===== src/rtl/pifo_pkg.sv =====
// pifo_pkg: shared widths and entry type for the PIFO ingress path
package pifo_pkg;
  localparam int DEF_RANK_WIDTH = 10;
  localparam int DEF_META_WIDTH = 20;
  localparam int DEF_L2_DEPTH = 4;
  localparam int DEF_CNT_WIDTH = 32;
  typedef struct packed {
    logic [DEF_RANK_WIDTH-1:0] rank;
    logic [DEF_META_WIDTH-1:0] meta;
  } entry_t;
endpackage


===== src/rtl/pifo_ingress_buffer_if.sv =====
// pifo_ingress_buffer_if: valid/ready request channel carrying (rank, meta)
interface pifo_ingress_buffer_if
  import pifo_pkg::*;
#(
  parameter int RANK_WIDTH = DEF_RANK_WIDTH,
  parameter int META_WIDTH = DEF_META_WIDTH
) ();
  logic valid;
  logic ready;
  logic [RANK_WIDTH-1:0] rank;
  logic [META_WIDTH-1:0] meta;
  modport master (output valid, rank, meta, input ready);
  modport slave (input valid, rank, meta, output ready);
endinterface


===== src/rtl/pifo_sync_fifo.sv =====
// pifo_sync_fifo: single-clock show-ahead FIFO with registered entry count
module pifo_sync_fifo
  import pifo_pkg::*;
#(
  parameter int W = DEF_RANK_WIDTH + DEF_META_WIDTH,
  parameter int L2 = DEF_L2_DEPTH
) (
  input  logic         clk,
  input  logic         rst,
  input  logic         push,
  input  logic         pop,
  input  logic [W-1:0] din,
  output logic [W-1:0] dout,
  output logic         full,
  output logic         empty,
  output logic [L2:0]  count
);
  logic [W-1:0] mem [2**L2];
  logic [L2-1:0] wp, rp;
  assign full = count == (L2+1)'(2**L2);
  assign empty = count == '0;
  assign dout = empty ? '0 : mem[rp];
  always_ff @(posedge clk)
    if (push) mem[wp] <= din;
  always_ff @(posedge clk) begin
    if (rst) begin
      wp <= '0;
      rp <= '0;
      count <= '0;
    end else begin
      if (push) wp <= wp + L2'(1);
      if (pop) rp <= rp + L2'(1);
      count <= count + (L2+1)'(push) - (L2+1)'(pop);
    end
  end
endmodule


===== src/rtl/pifo_ingress_buffer.sv =====
// pifo_ingress_buffer: elastic FIFO that replays insert requests into pifo_top when a skip list is free
module pifo_ingress_buffer
  import pifo_pkg::*;
#(
  parameter int RANK_WIDTH = DEF_RANK_WIDTH,
  parameter int META_WIDTH = DEF_META_WIDTH,
  parameter int L2_DEPTH = DEF_L2_DEPTH,
  parameter int DROP_ON_FULL = 0,
  parameter int CNT_WIDTH = DEF_CNT_WIDTH
) (
  input  logic                  clk,
  input  logic                  rst,
  pifo_ingress_buffer_if.slave  s,
  output logic                  pifo_insert,
  output logic [RANK_WIDTH-1:0] pifo_rank,
  output logic [META_WIDTH-1:0] pifo_meta,
  input  logic                  pifo_busy,
  input  logic                  pifo_full,
  output logic [L2_DEPTH:0]     occupancy,
  output logic [CNT_WIDTH-1:0]  enq_count,
  output logic [CNT_WIDTH-1:0]  drop_count
);
  logic full, empty, push, pop, drop;
  assign s.ready = !rst && ((DROP_ON_FULL != 0) || !full);
  assign push = s.valid && s.ready && !full;
  assign drop = (DROP_ON_FULL != 0) && s.valid && full && !rst;
  assign pop = !empty && !pifo_busy && !pifo_full && !rst;
  assign pifo_insert = pop;
  pifo_sync_fifo #(.W(RANK_WIDTH + META_WIDTH), .L2(L2_DEPTH)) u_fifo (
    .clk(clk),
    .rst(rst),
    .push(push),
    .pop(pop),
    .din({s.rank, s.meta}),
    .dout({pifo_rank, pifo_meta}),
    .full(full),
    .empty(empty),
    .count(occupancy)
  );
  always_ff @(posedge clk) begin
    if (rst) begin
      enq_count <= '0;
      drop_count <= '0;
    end else begin
      if (pop && !(&enq_count)) enq_count <= enq_count + CNT_WIDTH'(1);
      if (drop && !(&drop_count)) drop_count <= drop_count + CNT_WIDTH'(1);
    end
  end
endmodule


===== src/flat_wrapper.sv =====
// flat-port wrapper written by rule: the top's interface ports become plain ports
module pifo_ingress_buffer_flat import pifo_pkg::*;
#(
  parameter int RANK_WIDTH = DEF_RANK_WIDTH,
  parameter int META_WIDTH = DEF_META_WIDTH,
  parameter int L2_DEPTH = DEF_L2_DEPTH,
  parameter int DROP_ON_FULL = 0,
  parameter int CNT_WIDTH = DEF_CNT_WIDTH
)
  (clk, rst, pifo_insert, pifo_rank, pifo_meta, pifo_busy, pifo_full, occupancy, enq_count, drop_count, s_valid, s_rank, s_meta, s_ready);
  pifo_ingress_buffer_if #(.RANK_WIDTH(RANK_WIDTH), .META_WIDTH(META_WIDTH)) s_i ();
  input  logic clk;
  input  logic rst;
  output logic pifo_insert;
  output logic [RANK_WIDTH-1:0] pifo_rank;
  output logic [META_WIDTH-1:0] pifo_meta;
  input  logic pifo_busy;
  input  logic pifo_full;
  output logic [L2_DEPTH:0] occupancy;
  output logic [CNT_WIDTH-1:0] enq_count;
  output logic [CNT_WIDTH-1:0] drop_count;
  input wire logic [$bits(s_i.valid)-1:0] s_valid;
  input wire logic [$bits(s_i.rank)-1:0] s_rank;
  input wire logic [$bits(s_i.meta)-1:0] s_meta;
  output wire logic [$bits(s_i.ready)-1:0] s_ready;
  assign s_i.valid = s_valid;
  assign s_i.rank = s_rank;
  assign s_i.meta = s_meta;
  assign s_ready = s_i.ready;
  pifo_ingress_buffer #(.RANK_WIDTH(RANK_WIDTH), .META_WIDTH(META_WIDTH), .L2_DEPTH(L2_DEPTH), .DROP_ON_FULL(DROP_ON_FULL), .CNT_WIDTH(CNT_WIDTH)) u_core (.clk(clk), .rst(rst), .s(s_i), .pifo_insert(pifo_insert), .pifo_rank(pifo_rank), .pifo_meta(pifo_meta), .pifo_busy(pifo_busy), .pifo_full(pifo_full), .occupancy(occupancy), .enq_count(enq_count), .drop_count(drop_count));
endmodule

===== config.mk =====
export PLATFORM = sky130hd
export DESIGN_NAME = pifo_ingress_buffer_flat
export DESIGN_NICKNAME = d
export VERILOG_FILES = /design/src/rtl/pifo_pkg.sv /design/src/rtl/pifo_ingress_buffer_if.sv /design/src/rtl/pifo_sync_fifo.sv /design/src/rtl/pifo_ingress_buffer.sv /design/src/flat_wrapper.sv
export SDC_FILE = /design/constraint.sdc
export NUM_CORES = 1
export LEC_CHECK = 0
export CAP_MARGIN = 20
export CORE_MARGIN = 8
export CORE_UTILIZATION = 40
export DETAILED_ROUTE_END_ITERATION = 10
export PLACE_DENSITY_LB_ADDON = 0.25
export SETUP_SLACK_MARGIN = 0.2
export SLEW_MARGIN = 10
export SYNTH_ARGS = -nofsm -noshare
export SYNTH_HDL_FRONTEND = slang
export SYNTH_SLANG_ARGS = --single-unit

===== constraint.sdc =====
create_clock -name clk -period 5.1 [get_ports clk]
set_input_delay 1.02 -clock clk [delete_from_list [all_inputs] [get_ports clk]]
set_output_delay 1.02 -clock clk [all_outputs]
set_load 0.02 [all_outputs]

# Word level (Yosys, flattened, before mapping)
# Memories as Yosys holds them, arrays and structs flattened. A register that Yosys moved wholly into a read port is not among the register bits.
# Index checks and enable logic that the tools add are counted.
[word_totals]
n_memories = 1
reg_bits = 45
ramBits = 480
out_inout_bits = 101
[mem_list]
columns = ["name", "words", "word_bits", "rd", "rd_ports_with_merged_regs", "wr", "line", "text"]
rows = [
  ["u_core.u_fifo.mem", 16, 30, 1, 1, 1, "pifo_sync_fifo.sv:18", "logic [W-1:0] mem [2**L2];"],
]
[op_classes]
n_eq_ne = 1
addsub = 5
n_reduce_logical = 15
mux = 5
[ops]
columns = ["cell", "count"]
rows = [
  ["$add A32 B1 Y32 const B", 1],
  ["$reduce_and A32 Y1", 1],
  ["$mux W30", 1],
  ["$add A4 B1 Y4 const B", 2],
  ["$mux W4", 2],
  ["$logic_and A1 B1 Y1", 7],
  ["$logic_not A1 Y1", 6],
  ["$add A5 B1 Y5", 1],
  ["$eq A5 B5 Y1 const B", 1],
  ["$logic_not A5 Y1", 1],
  ["$sub A5 B1 Y5", 1],
  ["$mux W1", 2],
]

# Logic depth before layout (Yosys ltp)
# Gate-level depths: netlist (run 1).
[logic_depth]
depth_word = 7
depth_mapped = 15
depth_no_buf = 15

# Hierarchy
# Synthesis (run 1) repeated with hierarchy kept, for this count alone.
[unflattened]
cells_unflattened = 1070
hier_area_um2 = 21185.3
[modules_own_cells]
columns = ["module", "area_each_um2", "cells_per_inst", "n_inst"]
rows = [
  ["pifo_sync_fifo", 19227.2, 834, 1],
  ["pifo_ingress_buffer", 1958.1, 236, 1],
]

# Worst setup path after synthesis (run 1)
# No wires, ideal clock.
[synth_timing]
path_type = "input-to-reg"
from = "input s_valid"
to = "memory u_core.u_fifo.mem[3][0] in the netlist's numbering, enable pin"
cell_stages = 4
required_time_ns = 4.646
arrival_ns = 4.163
setup_time_ns = 0.454
setup_slack_ns = 0.483
cell_sequence = "inv_1 a311oi_1 nand2_1 nor3_1"
[synth_between]
elab_chain_cells = 4
[synth_lines]
columns = ["item", "line", "text"]
rows = [
  ["from (decl)", "flat_wrapper.sv:22", "input wire logic [$bits(s_i.valid)-1:0] s_valid;"],
  ["$logic_and A1 B1 Y1 (2 in series)", "pifo_ingress_buffer.sv:25", "assign push = s.valid && s.ready && !full;"],
  ["$mux W1", "pifo_sync_fifo.sv:24", "if (push) mem[wp] <= din;"],
  ["$mux W1 (not written as such)", "pifo_sync_fifo.sv:24", ""],
  ["to (decl)", "pifo_sync_fifo.sv:18", ""],
]
# Every way passes these cells.

==> run metrics, run 1 <==
top cell type's share of synthesized area 0.6897; Initial DRC Count 699; Placement Rows 83; Adder-Cell Fraction of Synth Area 0.007544; CTS tree built; GP Congestion 0.7105; Pwr per Cell Area 404.7 nW/um^2; slew margin rel. 0.3527; largest net degree at the start of global routing 63; vias in the first global route 10880; post-CTS setup buffers 0; RSZ-0062 raised after global routing false; cell area after synthesis 20900 um^2; ant diodes 0; Post-synth top cells edfxtp_1, mux4_2, dfxtp_1, nor2_1, nor2b_1; WL/cell 24.19 um; Most common cell on crit path mux4_2; hold buffer count at cts 0; Mapped Cells 1034; Clock Sinks 529; Period minus WS final 4273 ps; family with the most delay on the worst path multiplexers; count of cell types in the netlist 47; Reg area 15400 um^2; WP data arrival 3250 ps; Global Route Usage Sum 0.1532; HP Start u_core.u_fifo.rp[3]$_SDFFE_PP0P_; Startpoint Class register; Slowest-stage cell, CP mux4_2; Multi-input gate area 5238 um^2; hold path depth 2; worst vdd ir 0.3121 mV; Initial Util 0.4057; CTS root buf clkbuf_16; Max Transition Viols Final 0; sequential fraction of the synthesis area 0.7366; R2R setup slack 2010 ps; Fill cells 4302; syn avg cell area 20.21 um^2; share of cells above drive strength 1 0.2455; synthesized flop and latch total 529; HPWL after detailed placement 26390 um; largest family of logic cells by synthesized area multiplexers; r2r endpoint u_core.u_fifo.count[4]$_SDFF_PP0_; Buffers & Inverters on Critical Path 2; Final period util 0.8379; Critical Path, Cell by Cell buf_12 -> mux4_2 -> mux4_2 -> nor2b_1 -> clkdlybuf4s50_1; global-route wire length before repair 69060 um; Max Fclk 0.2340 GHz; drt total wl 46110 um; crit end category primary output; Synth warnings 0; Num CTS Buffers 54; Via Count 10180; antenna-violating nets left 0; Simple-Gate Fraction of Synth Area 0.04508; cell with the most instances after synthesis edfxtp_1; htree depth 2; Max FO, Critical Path 60; crit-path max cell delay 580 ps; clk buf depth 3; Finish-stage setup viols 0; Vias/cell 5.343; EDFF count, synth 480; kind of critical path register to primary output; Post-synth ARST share 0; initial antenna violation count 5; setup TNS 0 ps; compound-gate portion of the synthesized area 0.01407; core area 51510 um^2; largest area contributor in the netlist edfxtp_1; Hold Violations, Final 0; mux cell area share after synthesis 0.1659; count of input and output buffers 103; die area 59820 um^2; final routed DRC violation total 0; Worst Skew 21.60 ps; worst hold endpoint u_core.u_fifo.rp[3]$_SDFFE_PP0P_; ys flop type edfxtp_1; worst skew pair latency 600 ps; Power, Total 9.988 mW; Leak 7.553 nW; reg2reg start u_core.u_fifo.count[2]$_SDFF_PP0_; total gr overflow 0; post-CTS sizing 0; Worst Tran Pin Value 971.0 ps; status complete, no violations; FF-to-FF path depth 16; CTS clock-pin slew for the worst setup and hold paths 60 ps; Worst EP required 4080 ps; die width 244.6 um; die extent in y 244.6 um; DR pass1 iterations 5; IO Pins 136; XOR/XNOR share of the synthesized area 0.006705; Synth area leaders edfxtp_1, mux4_2, dfxtp_1; max_cap viols 0; Hold WC Path Type register to register; Layout area overhead 18.08%; fin nets 1228
## state kept, by name, summed over array words and instances (netlist names), named ones only
register	flops
u_core.u_fifo.wp	4
u_core.u_fifo.mem	480
u_core.u_fifo.rp	4
u_core.u_fifo.count	5
u_core.enq_count	32
## placed cells by master (no fill, tap or decap), types with 8 or more instances in the layout
cell type        count
nand2_1             20
nor2b_1             40
xnor2_1              9
dfxtp_1             45
mux4_2             150
a21oi_1             19
clkinv_1            14
or3_1               10
buf_4               30
nor2_4              12
clkdlybuf4s50_1    102
nand4_1             16
buf_12               8
inv_1               16
ha_1                11
clkbuf_1            11
nor2_1              35
edfxtp_1           480
clkbuf_16           54
o21ai_0             10
conb_1              32
clkinv_2            12
## worst register-to-register path, stage by stage (launching register included)
cell and delay [ps]:
dfxtp_1 330, inv_1 80, ha_1 190, nor4b_2 250, buf_4 280, or2_2 180
clkinv_1 210, nand2b_1 210, nand2_1 70, ha_1 190, inv_1 70, fa_1 190
inv_1 50, a21oi_1 150, nor2_1 70, or3_1 350, a21oi_1 140
## through the flow
step                hold slack [ps]  setup slack, ps  cell area, um^2    util  instances
floorplan                     472.5            482.8            21020       -       1065
global placement              490.0             1102            22970  0.4459       1805
detailed placement            492.2             1091            22970  0.4459       1805
CTS                           508.3            721.3            24680  0.4791       1906
global route                  541.2            670.6            24680  0.4791       1906
finish                        502.7            826.9            24680  0.4791       1906
## cell families (layout without fill, tap and decap cells)
kind of cell	after synthesis	in the layout
AND/OR/NAND/NOR	174	174
multiplexers	158	158
XOR/XNOR	16	16
adder cells (fa/ha/maj)	12	12
other	1	32
buffers and inverters	98	259
flip-flops	529	529
AO/OA/AOI/OAI	46	46
## where the power goes
part	total, mW	internal [mW]	switching, mW
Clock	3.83	2.20	1.63
Combinational	1.33	0.598	0.732
Sequential	4.83	4.80	0.0355
Total	9.99	7.59	2.39
## layout make-up
| type | count | area share |
|---|---|---|
| clock inverter | 36 | 0.01283 |
| clock buffer | 65 | 0.05643 |
| tap | 680 | 0.03448 |
| inverter | 17 | 0.002586 |
| sequential | 529 | 0.6242 |
| multi-input combinational | 438 | 0.2122 |
| timing repair buffer | 141 | 0.05719 |
## worst max path at each step
stage	endpoint	slack, ps	depth (start not counted)
after CTS	pifo_meta[19]	720	5
after floorplan	u_core.u_fifo.mem[3][0]$_DFFE_PP_	480	4
final	pifo_meta[19]	830	5
after global routing	pifo_meta[19]	670	5
after detailed placement	pifo_insert	1090	5
after global placement	pifo_insert	1100	5
## layer usage
layer / up-vias / GRT usage / routed length (um)
met2: 249 / 0.2611 / 23340
met5: - / 0 / 39
met3: 59 / 0.03586 / 2554
met1: 5415 / 0.1990 / 19460
met4: 6 / 0.03295 / 711
li1: 4455 / - / -
Power figures use the tool's default switching activity.
==> run 2: changes to the inputs <==
==> constraint.sdc (replaced) <==
create_clock -name clk -period 3.59 [get_ports clk]
set_input_delay 0.718 -clock clk [delete_from_list [all_inputs] [get_ports clk]]
set_output_delay 0.718 -clock clk [all_outputs]
set_load 0.02 [all_outputs]
==> run 2 against run 1 <==
Against the previous run:
- non-clock buffer count grew 47
- die area is the same
- global-route usage grew 0.93 points
- critical path depth grew 2
- clock skew grew 1.6 ps
- sequential share of layout area shrank 2.6 points
- hold slack lost 4.0 ps
==> run metrics, run 2 (synthesis gave the netlist of run 1 again) <==
share of cells above drive strength 1 0.3065 (was 0.2455); die width 244.6 um (unchanged); Net Sw Power 3.518 mW (was 2.394 mW); fin nets 1275 (was 1228); crit end category primary output (unchanged); number of flip-flops in the largest register 480 (unchanged); htree depth 2 (unchanged); DR pass1 iterations 4 (was 5); Max Transition Viols Final 0 (unchanged); placed cell area 23390 um^2 (was 22970 um^2); global-route wire length before repair 72710 um (was 69060 um); Setup WS post-layout 129.0 ps (was 826.9 ps); Largest Register u_core.u_fifo.mem (unchanged); clock share of power 0.378 (was 0.383); Vias/cell 5.363 (was 5.343); Placement Rows 83 (unchanged); family with the most delay on the worst path multiplexers (unchanged); count of input and output buffers 103 (unchanged); Num CTS Buffers 54 (unchanged); die extent in y 244.6 um (unchanged); slew margin rel. 0.5692 (was 0.3527); initial antenna violation count 1 (was 5); Leak 8.065 nW (was 7.553 nW); Hold WC Path Type register to register (unchanged); Sequential Power Share 0.469 (was 0.484); Via Count 10460 (was 10180); Max Fclk 0.2889 GHz; Slowest-stage cell, CP mux4_2 (unchanged); setup TNS 0 ps (unchanged); Period minus WS final 3461 ps; Worst Tran Pin Value 640.3 ps (was 971.0 ps); max_cap viols 0 (unchanged); GP Congestion 0.7170 (was 0.7105); biggest regs u_core.u_fifo.mem (480), u_core.enq_count (32), u_core.u_fifo.count (5) (unchanged); Initial Util 0.4057 (unchanged); Layout area overhead 23.19% (was 18.08%); Startpoint Class register (unchanged); crit-path max cell delay 530 ps (was 580 ps); Worst Skew 23.21 ps (was 21.60 ps); WP data arrival 2740 ps (was 3250 ps); Fill cells 4189 (was 4302); CTS root buf clkbuf_16 (unchanged); core area 51510 um^2 (unchanged); WL/cell 24.91 um (was 24.19 um); Critical Path, Cell by Cell buf_12 -> buf_12 -> buf_16 -> mux4_2 -> mux4_2 -> nor2b_1 -> buf_4 (was buf_12 -> mux4_2 -> mux4_2 -> nor2b_1 -> clkdlybuf4s50_1); RSZ-0062 raised after global routing true (was false); antenna-violating nets left 0 (unchanged); final routed DRC violation total 0 (unchanged); kind of critical path register to primary output (unchanged); Max FO, Critical Path 5 (was 60); worst vdd ir 0.3628 mV (was 0.3121 mV); Worst EP required 2870 ps (was 4080 ps); largest net degree at the start of global routing 45 (was 63); worst hold slack 498.7 ps (was 502.7 ps); Design Area, Final 25750 um^2 (was 24680 um^2); Final period util 0.9641; die area 59820 um^2 (unchanged); Switching Share 0.2402 (was 0.2397); Buffers & Inverters on Critical Path 4 (was 2); Comb power frac 0.153 (was 0.133); Global Route Usage Sum 0.1625 (was 0.1532); Pwr per Cell Area 569.0 nW/um^2 (was 404.7 nW/um^2); Hold Violations, Final 0 (unchanged); vias in the first global route 11040 (was 10880); pre-CTS setup slack 241.5 ps (was 1091 ps); internal power 11.13 mW (was 7.594 mW); worst skew pair latency 590 ps (was 600 ps); Finish-stage setup viols 0 (unchanged); CTS clock-pin slew for the worst setup and hold paths 60 ps (about the same); status complete, no violations (unchanged); Initial DRC Count 842 (was 699); drt total wl 48570 um (was 46110 um); total gr overflow 0 (unchanged); Clock Sinks 529 (unchanged); IO Pins 136 (unchanged); CTS tree built (unchanged); HPWL after detailed placement 26420 um (was 26390 um); commonest non-fill, non-tap cell in the layout edfxtp_1 (unchanged); most frequent cells in the layout edfxtp_1, mux4_2, clkdlybuf4s50_1 (unchanged); clk buf depth 3 (unchanged)
-- run 2: timing repair --
action / in CTS / in global routing
gates resized for setup: 173 / 26
hold buffers: 0 / 0
setup buffers: 11 / 5
endpoints found under the setup margin: 31 / 29
gates cloned: 11 / 1
-- run 2: per-layer routing --
layer,up-vias,GRT usage,routed length (um)
met5,-,0,0
met4,0,0.04697,951
met3,61,0.02725,2306
met2,264,0.2746,24500
met1,5557,0.2152,20810
li1,4575,-,-
-- run 2: final timing paths --
check,start,cells after the start,slack [ps],to
worst max register to register,u_core.u_fifo.count[3]$_SDFF_PP0_,16,560,u_core.u_fifo.count[4]$_SDFF_PP0_
worst min register to register,u_core.u_fifo.rp[1]$_SDFFE_PP0P_,2,500,register
worst max-delay path,register,7,130,pifo_meta[6]
worst min-delay path,u_core.u_fifo.rp[1]$_SDFFE_PP0P_,2,500,register
-- run 2: cell type report --
class                           count  area, um^2  share of cell area
Clock inverter                     33       345.3             0.01341
Multi-Input combinational cell    438        5354              0.2080
Antenna cell                        1       2.502          0.00009720
Inverter                           17       63.81            0.002478
Timing Repair Buffer              188        2336             0.09073
Sequential cell                   529       15400              0.5983
Tap cell                          680       850.8             0.03305
Clock buffer                       64        1389             0.05394
-- run 2: metrics by stage --
step	utilization	instances	total power, mW
CTS	0.4972	1943	14.76
detailed placement	0.4540	1824	8.991
global placement	0.4540	1824	8.978
finish	0.4998	1950	14.65
floorplan	-	1065	8.098
global route	0.4998	1950	15.19
-- run 2: power by group through the flow --
stage / registers [mW] / logic (mW) / clock network (mW)
finish: 6.87 / 2.25 / 5.53
CTS: 6.87 / 2.20 / 5.69
floorplan: 7.01 / 1.09 / 0
global route: 6.88 / 2.42 / 5.90
detailed placement: 7.00 / 1.99 / 0
global placement: 7.00 / 1.98 / 0
-- run 2: worst reg2reg max path, cell delays in order (launching register included) --
cell and delay [ps]:
dfxtp_1 330, inv_1 80, ha_1 200, nor4b_4 320, buf_8 270, or2_2 240, clkinv_1 130, nand2b_1 120
nand2_1 60, ha_1 190, inv_1 80, fa_1 200, inv_1 50, a21oi_1 140, nor2_1 70, or3_1 350
a21oi_1 140
==> variant, RTL diff (config.mk and constraints of run 2) <==
Reset style: asynchronous (`rst`), changed in 2 clocked blocks.
--- a/src/rtl/pifo_sync_fifo.sv
+++ b/src/rtl/pifo_sync_fifo.sv
@@ -22,7 +22,7 @@
   assign dout = empty ? '0 : mem[rp];
   always_ff @(posedge clk)
     if (push) mem[wp] <= din;
-  always_ff @(posedge clk) begin
+  always_ff @(posedge clk or posedge rst) begin
     if (rst) begin
       wp <= '0;
       rp <= '0;
--- a/src/rtl/pifo_ingress_buffer.sv
+++ b/src/rtl/pifo_ingress_buffer.sv
@@ -37,7 +37,7 @@
     .empty(empty),
     .count(occupancy)
   );
-  always_ff @(posedge clk) begin
+  always_ff @(posedge clk or posedge rst) begin
     if (rst) begin
       enq_count <= '0;
       drop_count <= '0;
Function: differs if rst is asserted again (counterexample within 4 cycles, from zero or initial values and one cycle with rst high); with rst held inactive, the same outputs for 4 cycles.
==> variant against run 2 <==
  * Synthesized area down 0.37%
  * Worst setup slack worse by 0.089 ns
  * Design area up 0.14%
  * Wire length down 1.8%
  * Non-clock buffer count up 7
  * Register-to-register slack better by 0.19 ns
  * Sequential cell count down 4
Power is not compared: it rests on default switching activity, and its combinational part moved more than twofold at a synthesized area within 25%.
==> variant: results (changes against run 2) <==
[run_status]
status = complete, no violations

[place]
post-place-ws_ns = 0.2158  ; -0.02572 ns
dp_hpwl_um = 27590  ; +4.4%
place_area_sq_um = 23140  ; -1.1%

[clocking]
cts.repair.resized = 238  ; +38%
postCtsSetupRepairBufs = 17  ; +6

[global_routing]
met3_usage_pct = 3.118  ; +0.39 points
grt_max_degree = 40  ; -11%
grt_util_all_layers_pct = 15.82  ; -0.43 points
grt_pass1_wl_um = 70700  ; -2.8%
gr-usage-met2_pct = 26.33  ; -1.1 points

[cells_and_area]
area_share_nonclk_buffers_pct = 9.347  ; +0.27 points
buffers = 195  ; +3.7%
stdcell_area_sq_um = 25780  ; +0.14%
inv_count = 16  ; -1
seq_share_pct = 60.32  ; +0.48 points
comb.multi_input.count = 379  ; -13%

[setup_path]
r2r-start = u_core.u_fifo.count[2]
rrSetupSlack_ns = 0.75  ; +0.19 ns

[yosys]
synth_commonest_cells = edfxtp_1, mux4_2, dfrtp_1
synth-seq-area-share_pct = 74.63  ; +0.97 points
synth.top_cells.by_area = edfxtp_1, mux4_2, dfrtp_1

[drt]
drt_iter0_drc = 686  ; -19%
dr_total_vias = 10020  ; -4.2%
wl_met3_um = 2677  ; +16%

[hold_path]
min_path_cells = 1  ; -1

[sta]
layout_setup_ws_ns = 0.03970  ; -0.08930 ns

[variant: worst max path at each step]
stage                                       from                 endpoint  slack (ns)  depth (start not counted)
after detailed placement     u_core.u_fifo.rp[1]             pifo_rank[9]        0.22                          5
after global routing         u_core.u_fifo.rp[0]             pifo_meta[5]       -0.05                          8
after global placement       u_core.u_fifo.rp[1]             pifo_rank[9]        0.21                          5
final                        u_core.u_fifo.rp[0]             pifo_meta[2]        0.04                          8
after CTS                    u_core.u_fifo.rp[0]             pifo_meta[5]       -0.04                          8
after floorplan           u_core.u_fifo.count[2]  u_core.u_fifo.mem[7][0]        0.09                          7
[variant: report_power, final]
part,switching [mW],internal [mW]
combinational,3.19,4.15
sequential,0.275,7.07
clock,2.31,3.47
[variant: cells by family after synthesis]
family,Yosys count,share of synthesized area (%)
AOI/OAI and AO/OA,10,0.4327
xor gates and xnor gates,40,1.683
adders and majority gates,13,0.8172
buffers and inverters,91,2.578
DFF,525,74.63
muxes,152,16.33
other,1,0.01801
and+or+nand+nor,132,3.503
